File: src/rtl/adder_tree_pkg.sv
// Shared constants and types for the adder tree and its stream feeder.
// The feeder packs operands into tree-width groups and tracks results by tag.
package adder_tree_pkg;
  localparam int OPERANDS = 8;
  localparam int OP_W     = 16;
  localparam int SUM_W    = 32;
  localparam int CNT_W    = 4;
  localparam int TREE_LAT = 3;
  localparam int IDX_W    = $clog2(OPERANDS);

  typedef enum logic {
    FILL  = 1'b0,
    ISSUE = 1'b1
  } feed_state_t;

  typedef struct packed {
    logic             valid;
    logic [CNT_W-1:0] count;
  } tag_t;

  typedef logic [OPERANDS-1:0][OP_W-1:0] ops_t;
endpackage

File: src/rtl/adder_tree.sv
// 8-input, 3-stage pipelined 16-bit adder tree.
// Free-running, unstallable and unreset; sum_out is zero-extended.
module adder_tree
  import adder_tree_pkg::*;
(
  input  logic             clk,
  input  ops_t             in_ops,
  output logic [SUM_W-1:0] sum_out
);
  logic [OP_W:0]   r_s1 [4];
  logic [OP_W+1:0] r_s2 [2];
  logic [OP_W+2:0] r_s3;

  always_ff @(posedge clk) begin
    for (int i = 0; i < 4; i++)
      r_s1[i] <= {1'b0, in_ops[2*i]} + {1'b0, in_ops[2*i+1]};
    for (int i = 0; i < 2; i++)
      r_s2[i] <= {1'b0, r_s1[2*i]} + {1'b0, r_s1[2*i+1]};
    r_s3 <= {1'b0, r_s2[0]} + {1'b0, r_s2[1]};
  end

  assign sum_out = {{(SUM_W-OP_W-3){1'b0}}, r_s3};
endmodule

File: src/rtl/adder_tree_result_fifo.sv
// Synchronous result FIFO whose head is held in an output register.
// The head register is only reloaded when an entry remains, so it is stable.
module adder_tree_result_fifo #(
  parameter int DEPTH = 4,
  parameter int W     = 36
) (
  input  logic         clk,
  input  logic         reset,
  input  logic         push,
  input  logic [W-1:0] din,
  input  logic         pop,
  output logic [W-1:0] dout,
  output logic         valid
);
  localparam int PW = (DEPTH > 1) ? $clog2(DEPTH) : 1;
  localparam int CW = $clog2(DEPTH + 1);

  logic [W-1:0]  r_mem [DEPTH];
  logic [PW-1:0] r_wptr;
  logic [PW-1:0] r_rptr;
  logic [CW-1:0] r_count;
  logic [W-1:0]  r_dout;
  logic          r_valid;

  logic          w_pop;
  logic [PW-1:0] w_rptr_nxt;
  logic [CW-1:0] w_cnt_nxt;
  logic [W-1:0]  w_head;

  function automatic logic [PW-1:0] inc(input logic [PW-1:0] p);
    return (p == PW'(DEPTH-1)) ? '0 : p + 1'b1;
  endfunction

  assign w_pop      = pop && r_valid;
  assign w_rptr_nxt = w_pop ? inc(r_rptr) : r_rptr;
  assign w_cnt_nxt  = r_count + CW'(push) - CW'(w_pop);
  // a push into the slot that becomes the head bypasses the array
  assign w_head     = (push && r_wptr == w_rptr_nxt) ? din
                                                     : r_mem[w_rptr_nxt];

  always_ff @(posedge clk) begin
    if (push)
      r_mem[r_wptr] <= din;
  end

  always_ff @(posedge clk) begin
    if (reset) begin
      r_wptr  <= '0;
      r_rptr  <= '0;
      r_count <= '0;
      r_dout  <= '0;
      r_valid <= 1'b0;
    end else begin
      if (push)
        r_wptr <= inc(r_wptr);
      r_rptr  <= w_rptr_nxt;
      r_count <= w_cnt_nxt;
      r_valid <= (w_cnt_nxt != '0);
      if (w_cnt_nxt != '0)
        r_dout <= w_head;
    end
  end

  assign dout  = r_dout;
  assign valid = r_valid;
endmodule

File: src/rtl/adder_tree_stream_feeder.sv
// Packs a serial operand stream into adder tree groups and returns
// {sum, count} results; credits keep the result FIFO from overflowing.
module adder_tree_stream_feeder
  import adder_tree_pkg::*;
#(
  parameter int DEPTH = 4
) (
  input  logic             clk,
  input  logic             reset,
  input  logic             in_valid,
  output logic             in_ready,
  input  logic [OP_W-1:0]  in_data,
  input  logic             in_last,
  output logic             out_valid,
  input  logic             out_ready,
  output logic [SUM_W-1:0] out_sum,
  output logic [CNT_W-1:0] out_count
);
  localparam int CRW = $clog2(DEPTH + 1);

  feed_state_t      r_state;
  feed_state_t      w_state_nxt;
  logic [IDX_W-1:0] r_idx;
  ops_t             r_slots;
  logic [CNT_W-1:0] r_count;
  logic [CRW-1:0]   r_credits;
  tag_t             r_tag [TREE_LAT];

  logic             w_accept;
  logic             w_end;
  logic             w_issue;
  logic             w_pop;
  logic [SUM_W-1:0] w_sum;

  assign w_accept = in_valid && in_ready;
  assign w_end    = w_accept &&
                    (in_last || r_idx == IDX_W'(OPERANDS-1));
  assign w_pop    = out_valid && out_ready;

  always_ff @(posedge clk) begin
    if (reset)
      r_state <= FILL;
    else
      r_state <= w_state_nxt;
  end

  always_comb begin
    w_state_nxt = r_state;
    unique case (r_state)
      FILL:  if (w_end)   w_state_nxt = ISSUE;
      ISSUE: if (w_issue) w_state_nxt = FILL;
    endcase
  end

  always_comb begin
    in_ready = 1'b0;
    w_issue  = 1'b0;
    unique case (r_state)
      FILL:  in_ready = 1'b1;
      ISSUE: w_issue  = (r_credits != '0);
    endcase
  end

  // slots feed the tree directly; clearing them zero-pads the next group
  always_ff @(posedge clk) begin
    if (reset) begin
      r_slots <= '0;
      r_idx   <= '0;
      r_count <= '0;
    end else if (w_issue) begin
      r_slots <= '0;
      r_idx   <= '0;
    end else if (w_accept) begin
      r_slots[r_idx] <= in_data;
      r_idx          <= r_idx + 1'b1;
      if (w_end)
        r_count <= CNT_W'(r_idx) + CNT_W'(1);
    end
  end

  always_ff @(posedge clk) begin
    if (reset)
      r_credits <= CRW'(DEPTH);
    else if (w_issue && !w_pop)
      r_credits <= r_credits - 1'b1;
    else if (w_pop && !w_issue)
      r_credits <= r_credits + 1'b1;
  end

  always_ff @(posedge clk) begin
    if (reset) begin
      for (int i = 0; i < TREE_LAT; i++)
        r_tag[i] <= '0;
    end else begin
      r_tag[0] <= '{valid: w_issue, count: r_count};
      for (int i = 1; i < TREE_LAT; i++)
        r_tag[i] <= r_tag[i-1];
    end
  end

  adder_tree u_tree (
    .clk     (clk),
    .in_ops  (r_slots),
    .sum_out (w_sum)
  );

  adder_tree_result_fifo #(
    .DEPTH (DEPTH),
    .W     (SUM_W + CNT_W)
  ) u_fifo (
    .clk   (clk),
    .reset (reset),
    .push  (r_tag[TREE_LAT-1].valid),
    .din   ({w_sum, r_tag[TREE_LAT-1].count}),
    .pop   (w_pop),
    .dout  ({out_sum, out_count}),
    .valid (out_valid)
  );
endmodule

File: config.mk
export PLATFORM = sky130hd
export DESIGN_NAME = adder_tree_stream_feeder
export DESIGN_NICKNAME = d
export VERILOG_FILES = /design/src/rtl/adder_tree_pkg.sv /design/src/rtl/adder_tree.sv /design/src/rtl/adder_tree_result_fifo.sv /design/src/rtl/adder_tree_stream_feeder.sv
export SDC_FILE = /design/constraint.sdc
export NUM_CORES = 1
export LEC_CHECK = 0
export CAP_MARGIN = 40
export CELL_PAD_IN_SITES_DETAIL_PLACEMENT = 1
export CELL_PAD_IN_SITES_GLOBAL_PLACEMENT = 1
export CORE_ASPECT_RATIO = 1.4
export CORE_UTILIZATION = 50
export CTS_BUF_LIST = sky130_fd_sc_hd__clkbuf_4
export DETAILED_ROUTE_END_ITERATION = 8
export PLACE_DENSITY = 0.89
export SLEW_MARGIN = 20
export SYNTH_ARGS = -nofsm -noshare
export SYNTH_HDL_FRONTEND = slang
export SYNTH_SLANG_ARGS = --single-unit
export TNS_END_PERCENT = 5
File: constraint.sdc
create_clock -name clk -period 5.18 [get_ports clk]
set_clock_uncertainty 0.1 [all_clocks]
set_input_delay 1.036 -clock clk [delete_from_list [all_inputs] [get_ports clk]]
set_output_delay 1.036 -clock clk [all_outputs]
set_load 0.01 [all_outputs]
==> impl_summary.md, run 1 <==
Routing
The topmost layer with routed signal wires is met5. The routed layout has 14,000 vias. The routed length on met2 is 25,700 µm. After detailed routing, the number of vias per cell comes to 5.72. In the final routing, the length of wire on met1 measures around 18,000 µm.

The average wire per standard cell is between 15 and 20 µm. The number of design-rule violations left by the first detailed-router iteration is about 800. The number of iterations in the first detailed-routing pass is 7. The wire length on met3 is 1960 µm. After detailed routing, the total wire length is 48,300 µm. In the routed design, unresolved DRC markers number 0. The count of nets left with antenna violations once routing finished came out at 0.

Synthesis
The number of flip-flops and latches in the synthesized netlist is 400. The combinational family with the most area after synthesis is compound AO/OA/AOI/OAI gates. The post-synthesis simple-gate area fraction is between 10% and 20%.

The count of flip-flops with a built-in enable after synthesis is 92. The area fraction in compound gates after synthesis is between 15 and 20%. Measured against the total synthesized area, the mux share comes to 3.48%. The Yosys step of the flow raised 0 warnings. Summing every instance area after synthesis gives 18,100 µm². The number of library cell types mapped by synthesis is 82. The share of Yosys cell area claimed by the top area cell type is 34.0%. In this run the mean area of a mapped cell was 9.99 µm². By area the synthesized netlist is led by dfxtp_1, edfxtp_1, ha_1. The commonest register cell after synthesis is dfxtp_1.

The adder-cell share of the synthesized area is 9.70%. Sequential cells were found to cover approximately 50% of the synthesized design area. The synthesized-area fraction occupied by xor and xnor cells is between 4 and 5%. The share of flip-flops with an asynchronous set or reset after synthesis is 0%.

The library cell with the largest summed area after synthesis is dfxtp_1. Synthesis handed over a netlist of 1,813 instances.

Timing
The setup slack after layout is approximately 1.6 ns. At the pin with the least slew margin, the transition time is around 0.8 ns. The number of max-slew violations in the final report came to 0. The final clock period utilization by the worst path is 69.4%. The accumulated negative setup slack is 0 ns. The highest clock frequency the design can meet is between 200 and 300 MHz. Setup repair after global routing left no endpoint under its margin. The final number of hold-violating endpoints came to 0. Setup violations remaining at the end of the flow were counted as 0. Counting I/O delays and the setup requirement, the final critical path takes 3.60 ns.

Measured against its own limit, the worst slew margin works out to 46.2%.

Worst hold path
The worst hold path begins at u_fifo.dout[16]. The path class of the tightest hold or removal check is reg2reg. Along the worst hold path, the cell count comes to 2. The endpoint of the worst hold path is u_fifo.dout[16].

Cells and area
The share of final-layout standard cells stronger than drive strength 1 is 10.8%. For this run, the post-layout net count is 2,056. The area growth from synthesis to layout is 11.2%. The area of the multi-input gates is 8650 µm². The combined flip-flop and latch cell area is 8930 µm².

The filler cells instantiated in the layout total 3,967.

GRT
The first global-routing pass estimated 76,400 µm of wire. The via count of the first global-routing pass came to 15,200. For this run, the total global-route usage over all layers was measured as a little over a quarter. Entering global routing, the biggest net connects 60 pins. The number of antenna violations at the first check in global routing is 2. The total overflow reported by the global router is 0.

Floorplan
The total area inside the core boundary comes to ~36,000 µm². Measured along the y axis, the die boundary spans 227 µm. 59 I/O pins were placed. The initial utilization of the core area, before any placement, comes to 50.7%.

The horizontal extent of the die is about 160 µm. The initialized floorplan defines 82 standard-cell rows. The total die area is 37,000 µm².

Worst setup path
For this run, the slowest stage of the critical path takes 0.65 ns. The worst setup path is launched from an input port. For flop-to-flop paths, the worst setup slack is 1.94 ns. The worst reg2reg path depth is 12. The number of buffers and inverters on the critical path is 3.

The critical-path maximum fanout is 23. Walking the worst path, the cells encountered are clkdlybuf4s50_1 -> nand2_4 -> inv_1 -> ha_1 -> inv_1 -> ha_1 -> fa_1 -> xnor3_1 -> or3_1 -> nand2b_2 -> a31oi_4 -> a22oi_1 -> nand2_1. The worst setup path is of the in2reg kind. The start of the worst register-to-register path is u_fifo.valid. The worst setup path is captured at a flop. The data required time at the worst endpoint is 5.79 ns. On the critical path the largest part of the delay comes from compound AO/OA/AOI/OAI gates.

For this design, the slowest cell found on the critical path is a31oi_4. The reg-to-reg critical path endpoint is u_fifo.dout[7]. Data arrives at the worst endpoint at 4.20 ns.

Clock network
The number of buffers added for setup after CTS is 0. The total clock buffers created by CTS is 93. The insertion delay of the later-clocked pin in the worst-skew pair is 0.81 ns. The cell at the root of the clock tree is clkbuf_4. Post-CTS repair changed the size of 0 cells. The clock drives 400 sinks. After clock tree synthesis, the clock-pin slew on the worst setup and hold paths is approximately 0.070 ns. Buffers inserted to repair hold after CTS numbered 0. The CTS tree is done.

The count of H-tree levels built during CTS is 3. Counting along the longest clock path gives a buffer depth of 3.

Placed design
The half-perimeter wire length after placement is 34,300 µm. The pre-CTS setup slack is 0.829 ns. The number of buffers added on ports is 45. The weighted congestion at the end of routability-driven global placement is ~0.84.

Power and ir drop
The power per unit of standard cell area is 347 nW/µm². The worst supply voltage drop on vdd is 0.242 mV. The leakage component of the power is approximately 8.4 nW.

Job
The tool flagged a number of max-cap violations equal to 0.

Run status
The flow ran to the end, and the final reports show no timing, DRC or antenna violations.
[state kept, by name, indices dropped and copies added, names as in the netlist]
name,count
r_idx,3
r_state,1
u_fifo.r_mem,92
r_credits,3
u_fifo.valid,1
u_tree.r_s2,36
r_count,4
r_slots,128
u_fifo.r_count,3
u_tree.r_s1,68
u_tree.r_s3,19
u_fifo.r_wptr,2
r_tag,15
u_fifo.r_rptr,2
u_fifo.dout,23
[worst register-to-register path: cells and delay by family (launching register included)]
kind	cells	cell delay [ns]
compound gates	2	0.86
fa+ha+maj	3	0.82
simple gates	4	0.56
buf+inv	2	0.11
xor+xnor	1	0.39
flops	1	0.36
[power by group]
group / internal [W] / leakage (nW) / total (W) / switching (W)
Combinational: 0.000423 / 4.28 / 0.000956 / 0.000534
Clock: 0.00129 / 0.715 / 0.00257 / 0.00127
Sequential: 0.00335 / 3.37 / 0.00347 / 0.000121
Total: 0.00507 / 8.37 / 0.00700 / 0.00193
[synthesized netlist by cell type (25+ instances only)]
master	count
nand2_1	356
dfxtp_1	308
a21oi_1	223
ha_1	126
edfxtp_1	92
xnor2_1	68
nor2_1	63
inv_1	47
clkbuf_1	42
o21ai_0	41
a21o_1	35
nor2b_1	33
nand3_1	25
[metal layers]
layer	global-route usage, %	vias to the layer above
met1	26.8	6869
met3	4.30	131
met5	0	-
met2	50.1	349
li1	-	6604
met4	16.9	2
[how the worst max path moves through the flow]
stage | from | to | slack, ns | cells past startpoint
5_1_grt | out_ready | u_fifo.dout[7] | 1.48 | 13
6_report | out_ready | u_fifo.dout[7] | 1.58 | 13
3_5_place_dp | out_ready | u_fifo.dout[21] | 0.83 | 13
3_3_place_gp | out_ready | u_fifo.dout[21] | 1.01 | 13
4_1_cts | out_ready | u_fifo.dout[7] | 1.65 | 13
2_1_floorplan | out_ready | u_fifo.dout[11] | 1.71 | 13
[layout by cell type, fill, tap and decap left out, types with 22 or more instances in the layout]
| master | count |
|---|---|
| clkdlybuf4s50_1 | 45 |
| clkinv_1 | 23 |
| nor2b_1 | 33 |
| ha_1 | 126 |
| nand2_1 | 356 |
| xor2_1 | 22 |
| nand3_1 | 25 |
| nor2_1 | 63 |
| a21o_1 | 35 |
| o21ai_0 | 41 |
| a21oi_1 | 223 |
| a22oi_1 | 23 |
| clkbuf_4 | 141 |
| inv_1 | 47 |
| dfxtp_1 | 308 |
| edfxtp_1 | 92 |
| xnor2_1 | 68 |
[stage by stage]
step | total power (W) | util [%] | hold slack (ns) | instance area (µm²) | cells
global route | 0.00731 | 56.4 | 0.361 | 20200 | 2438
finish | 0.00700 | 56.4 | 0.339 | 20200 | 2438
global placement | 0.00442 | 52.9 | 0.318 | 18900 | 2262
floorplan | 0.00414 | - | 0.314 | 18200 | 1825
detailed placement | 0.00450 | 53.0 | 0.324 | 18900 | 2265
CTS | 0.00707 | 56.4 | 0.331 | 20100 | 2435
[cell type report]
class | count | area share [%]
antenna | 1 | 0.0124
clock buffer | 141 | 5.25
clock inverter | 29 | 0.702
inverter | 48 | 0.894
multi-input combinational | 1291 | 42.9
sequential | 400 | 44.3
tap | 462 | 2.87
timing repair buffer | 66 | 3.05
[kinds of logic after synthesis]
group,Yosys count
buf+inv,134
fa+ha+maj,135
simple gates,566
compound gates,457
xor+xnor,92
other cells,1
flops,400
mux,28
(Power assumes the default switching activity.)
==> run 2: changes to the inputs <==
clock period = 3.4 ns   (was 5.18 ns; I/O delays follow)
==> impl_summary.md, run 2 (synthesis gave the netlist of run 1 again) <==
GRT
Entering global routing, the biggest net connects 41 pins. For this run the aggregate overflow at the end of global routing stands at 0. The via count of the first global-routing pass is 15,300. The number of antenna violations at the first check in global routing came to 1. For this run, the total global-route usage over all layers was measured as 27.2%. The first-pass GRT wire length is 77,900 µm.

Routing
In the final routed layout, each cell accounts on average for between 20 and 25 µm. For this block, the initial DRC count from the detailed router was 660. The final layout contains routed wiring with a total length of 49,200 µm. The mean number of vias per cell is approximately 5.7. The number of remaining DRC errors is 0. The vias after detailed routing is between 10,000 and 15,000.

The count of nets left with antenna violations once routing finished came out at 0. The first TritonRoute pass finished after 5 iterations.

Cells and area
The final non-filler cell total is 2,452. Counting flops per register, the top entry is r_slots. In the final layout, the registers with the most flip-flops are r_slots: 128 flops, u_fifo.r_mem: 92 flops, u_tree.r_s1: 68 flops. Measured on the finished design, the core utilization comes to 56.9%. The share of final-layout standard cells stronger than drive strength 1 is ~11%. The top cell types in the final layout, fill and taps aside, are nand2_1, dfxtp_1, a21oi_1, clkbuf_4, ha_1. In the final design database the tool counted 2,069 nets.

The area overhead of the layout relative to synthesis is 12.1%. The register with the most flip-flops in the layout has ~130 of them. The most frequent standard cell in the layout excluding fill and tap cells is nand2_1.

The count of filler cells inserted in the layout is 4,017.

Worst setup path
The path type of the worst setup path is in2reg. The worst setup path is launched from an input port. The critical-path maximum fanout is 23. STA puts the critical path data required time at between 3 and 4 ns. The endpoint arrival time on the critical path is 3.68 ns.

The sort of element at the end of the critical path is a flop. The highest cell delay on the worst timing path is 0.46 ns. Traced cell by cell, the critical path runs through clkdlybuf4s50_1 -> nand2_4 -> inv_1 -> ha_1 -> inv_1 -> ha_1 -> fa_1 -> xnor3_1 -> or3_1 -> nand2b_2 -> nor4bb_4 -> buf_12 -> a22oi_1 -> nand2_1. For this design, the slowest cell found on the critical path is clkdlybuf4s50_1.

The worst reg2reg path depth is 13.

Floorplan
The die is 227 µm tall. During I/O placement, the number of pins put on the boundary was 59. The total die area is 37,000 µm². In this run the core area contains 82 standard-cell rows. In this run the standard cell core region covers about 36,000 µm². The horizontal extent of the die is 163 µm. Once the floorplan was initialized, standard cells occupied 50.7% of the core.

Placed design
The pre-CTS setup slack is -0.486 ns. The cell count after placement is 2,279. After legalization and detailed placement, the total HPWL measured 34,200 µm. The weighted congestion at the end of routability-driven global placement is about 0.85. The number of buffers added on ports is 45.

Power and ir drop
VDD sags by at most 0.345 mV. The analysis attributes to cell leakage a power of 8.45 nW. In this run the power density over the cells is 529 nW/µm².

Clock network
Counting every sink on the clock net gives 400. The CTS tree is done. The count of H-tree levels built during CTS is 3. In this run, post-CTS repair resized a total of 0 instances.

Buffers inserted during clock tree synthesis total 94. The cell at the root of the clock tree is clkbuf_4. The number of buffers added for setup after CTS is 0.

In this run, post-CTS hold repair placed 0 buffers. The CTS clock-pin slew for the worst setup and hold paths is 0.08 ns. In this run the deepest clock path goes through 3 buffers.

The insertion delay of the later-clocked pin in the worst-skew pair is between 0.7 and 0.8 ns.

Timing
The post-route minimum period is 3.12 ns. For this run, the top clock speed supported by timing is ~320 MHz. Setup repair after global routing left no endpoint under its margin. The final number of hold-violating endpoints was 0.

The final setup violation count is 0. The tightest slew margin relative to the limit is 54.2%. The number of max-slew violations in the final report came to 0. The transition time at the pin with the least slew margin is 0.685 ns. The worst path uses 91.8% of the clock period. Across all setup checks in the final design, the least slack found is 0.279 ns.

Worst hold path
In this run the worst hold path is classified as reg2reg. The cell depth of the worst hold path is 1.

Job
Across the run, the number of max-cap violations was 0.

Run status
The flow ran to the end, and the final reports show no timing, DRC or antenna violations.
run 2: cell count changes in the layout (fill, tap and decap cells not counted), sizes merged:
cell	previous run	this run
buf	21	33
clkbuf	141	145
bufinv	1	0
clkinv	25	24
run 2: final cells by class:
cell class | count | area [µm²] | share of cell area [%]
antenna | 1 | 2.50 | 0.0123
clock buffer | 145 | 1090 | 5.36
clock inverter | 27 | 109 | 0.536
inverter | 48 | 180 | 0.887
multi-input combinational | 1291 | 8640 | 42.5
sequential | 400 | 8930 | 43.9
tap | 462 | 578 | 2.85
timing repair buffer | 78 | 786 | 3.87
run 2: layer usage:
layer | vias up | track usage, % | routed length [µm]
li1 | 6664 | - | -
met1 | 6955 | 27.9 | 18700
met2 | 334 | 52.8 | 26600
met3 | 127 | 3.61 | 1600
met4 | 0 | 14.7 | 2330
met5 | - | 0 | 0
run 2: metrics by stage:
| step | hold slack (ns) | cell area [µm²] | TNS, ns | power, W |
|---|---|---|---|---|
| finish | 0.328 | 20300 | 0 | 0.0108 |
| global route | 0.340 | 20300 | 0 | 0.0112 |
| CTS | 0.329 | 20300 | 0 | 0.0109 |
| detailed placement | 0.324 | 19100 | -9.96 | 0.00698 |
| global placement | 0.315 | 19100 | -5.06 | 0.00684 |
| floorplan | 0.314 | 18200 | 0 | 0.00631 |
run 2: final timing paths:
check	slack (ns)	end	from
setup / recovery	0.28	u_fifo.dout[12]	out_ready
hold / removal	0.33	r_tag[0][5]	r_tag[0][0]
setup reg to reg	0.31	u_fifo.dout[12]	u_fifo.valid
hold reg to reg	0.33	r_tag[0][5]	r_tag[0][0]
run 2: critical path: cells and delay by family:
family,cells,cell delay (ns)
compound gates,1,0.25
xor+xnor,1,0.38
fa+ha+maj,3,0.83
buf+inv,4,0.70
simple gates,5,0.82
run 2: where the power goes:
part / internal (W) / total, W / switching [W]
Combinational: 0.000739 / 0.00160 / 0.000862
Clock: 0.00194 / 0.00385 / 0.00191
Sequential: 0.00511 / 0.00530 / 0.000188
Total: 0.00779 / 0.0108 / 0.00296
==> run 3: changes to the inputs <==
PLACE_DENSITY = not set   (was 0.89)
PLACE_DENSITY_LB_ADDON = 0.1   (was not set)
SLEW_MARGIN = not set   (was 20)
==> impl_summary.md, run 3 (synthesis gave the netlist of run 1 again) <==
Clock network
The CTS clock-pin slew for the worst setup and hold paths is 0.07 ns. The insertion delay of the later-clocked pin in the worst-skew pair is 0.81 ns. The cts-stage hold buffer count is 0.

Buffers added to address setup during post-CTS repair amount to 0. The cell sitting at the root of the clock tree is a clkbuf_4. Clock tree synthesis found a total of 400 sinks. The clock tree buffer depth is 3.

The clock tree synthesis step divided the H-tree into 3 levels. The post-cts resize count is 0. Clock tree synthesis inserted a total of 97 buffers. TritonCTS built the clock tree.

Floorplan
Once the floorplan was initialized, standard cells occupied 50.7% of the core. The total die area is 37,000 µm². The floorplan has 82 rows. The y dimension of the die is approximately 230 µm. Pin placement for this block handled 59 I/O pins.

The horizontal extent of the die is 163 µm. The floorplan core area is 35,700 µm².

Worst setup path
The worst reg2reg path depth is 12. At the worst endpoint, the required time is 4.01 ns. The critical-path maximum fanout is 23. The highest cell delay on the worst timing path is 0.65 ns. Data on the critical path arrives at its endpoint at 3.81 ns. Traced cell by cell, the critical path runs through nand2_4 -> inv_1 -> ha_1 -> inv_1 -> ha_1 -> fa_1 -> xnor3_1 -> or3_1 -> nand2b_2 -> a31oi_4 -> a22oi_1 -> nand2_1. The type of origin of the critical path is a flop.

The sort of element at the end of the critical path is a flop. The largest individual stage delay along the critical path comes from the cell a31oi_4. The path type of the worst setup path is reg2reg.

Placed design
In this run the tool buffered the top-level ports with 45 buffer cells. The cell count after placement is between 2,000 and 2,500. After detailed placement, the total cell area comes to approximately 19,000 µm².

After legalization and detailed placement, the total HPWL measured between 30,000 and 40,000 µm. The weighted congestion at the end of routability-driven global placement is 0.823.

Timing
The post-route minimum period is roughly 3.2 ns. The final number of hold-violating endpoints is 0. The final clock period utilization by the worst path is between 90% and 100%. The accumulated negative setup slack is 0 ns.

For the pin with the worst max-slew slack, the measured transition is 0.823 ns. Final hold analysis gives a worst-case slack of between 0.3 and 0.4 ns. The number of max-slew violations in the final report is 0. In this run the tightest slew margin relative to its limit is 45.1%.

The highest clock frequency the design can meet is 312 MHz. The final setup violation count is 0. Setup repair after global routing left no endpoint under its margin.

Worst hold path
The min-delay analysis places its worst path in the category reg2reg. The cell depth of the worst hold path is 1.

Cells and area
The largest registers in the layout are r_slots: 128 flops, u_fifo.r_mem: 92 flops, u_tree.r_s1: 68 flops. The share of final-layout standard cells stronger than drive strength 1 is a little under an eighth. The library cell used most frequently in the layout, excluding fill and tap cells, is nand2_1.

In the layout the commonest cells are nand2_1, dfxtp_1, a21oi_1, clkbuf_4, ha_1. Relative to the synthesized area, the layout overhead comes to 12.6%. With fillers left out, the area of the finished cells amounts to between 20,000 and 25,000 µm².

The number of nets in the finished design is 2,071. The register with the most flip-flops in the final layout is r_slots. The filler cells instantiated in the layout total around 4,000. The flip-flop count of the largest register, all copies and words added is ~130. Leaving out filler cells and counting taps, the final layout contains 2,453.

Routing
The post-route antenna net violation count is 0. The number of remaining DRC errors is 0. The detailed-route wire length is around 44,000 µm. The average wire per standard cell is ~18 µm. The first TritonRoute pass finished after 4 iterations.

The number of design-rule violations left by the first detailed-router iteration is around 550. Across all layers, the routed design uses 13,500 vias. Dividing the detail-routed via count by the number of cells gives 5.49.

GRT
The total overflow reported by the global router is 0. The number of antenna violations at the first check in global routing came to 1. The via count of the first global-routing pass is 14,300. The maximum number of pins on one net before global-route repair is 49. The first-pass GRT wire length is 71,000 µm. The overall global routing resource usage is roughly 25%.

Job
Across the run, the number of max-cap violations was 0.

Run status
The run finished with clean final reports.

Power and ir drop
For this design the ratio of total power to cell area is 536 nW/µm². The worst supply voltage drop on vdd is 0.425 mV. The leakage component of the power is ~8.5 nW.
-- run 3: changes by cell type in the layout (fill, tap and decap cells not counted), sizes merged --
cell and change:
bufinv +4, clkinv -2, buf -1, clkinvlp -1, inv +1
-- run 3: area by class of cell --
cell class / instances / area [µm²] / area share, %
Multi-Input combinational cell: 1291 / 8640 / 42.4
Tap cell: 462 / 578 / 2.83
Sequential cell: 400 / 8930 / 43.8
Antenna cell: 1 / 2.50 / 0.0123
Inverter: 48 / 180 / 0.884
Timing Repair Buffer: 77 / 753 / 3.69
Clock buffer: 145 / 1090 / 5.34
Clock inverter: 29 / 218 / 1.07
-- run 3: worst paths after layout --
path	to	slack (ns)	start
min reg2reg	r_tag[0][13]	0.34	r_tag[0][8]
min	r_tag[0][13]	0.34	r_tag[0][8]
max	u_fifo.dout[21]	0.20	u_fifo.valid
max reg2reg	u_fifo.dout[21]	0.20	u_fifo.valid
-- run 3: metal layers --
layer / GRT usage (%) / part of all wire, % / vias up
met5: 0 / 0 / -
met4: 12.1 / 3.3 / 0
met3: 3.52 / 2.8 / 72
met2: 45.9 / 53 / 209
met1: 27.1 / 41 / 6532
li1: - / - / 6655
-- run 3: stage by stage --
step	util, %	setup WS (ns)	total power (W)
finish	57.1	0.198	0.0109
detailed placement	53.4	-0.546	0.00690
floorplan	-	0.287	0.00631
global placement	53.4	-0.395	0.00682
global route	57.1	0.0642	0.0115
CTS	57.1	0.146	0.0111
-- run 3: report_power, final --
part           switching (W)  internal (W)
Combinational       0.000807      0.000700
Clock                0.00190       0.00225
Sequential          0.000161       0.00511
-- run 3: worst max-delay path: cells and delay by family, from the launching register on --
kind                       cells  cell delay [ns]
and+or+nand+nor                4             0.49
DFF                            1             0.34
buffers and inverters          2             0.08
AOI/OAI and AO/OA              2             0.90
xor gates and xnor gates       1             0.39
adders and majority gates      3             0.82
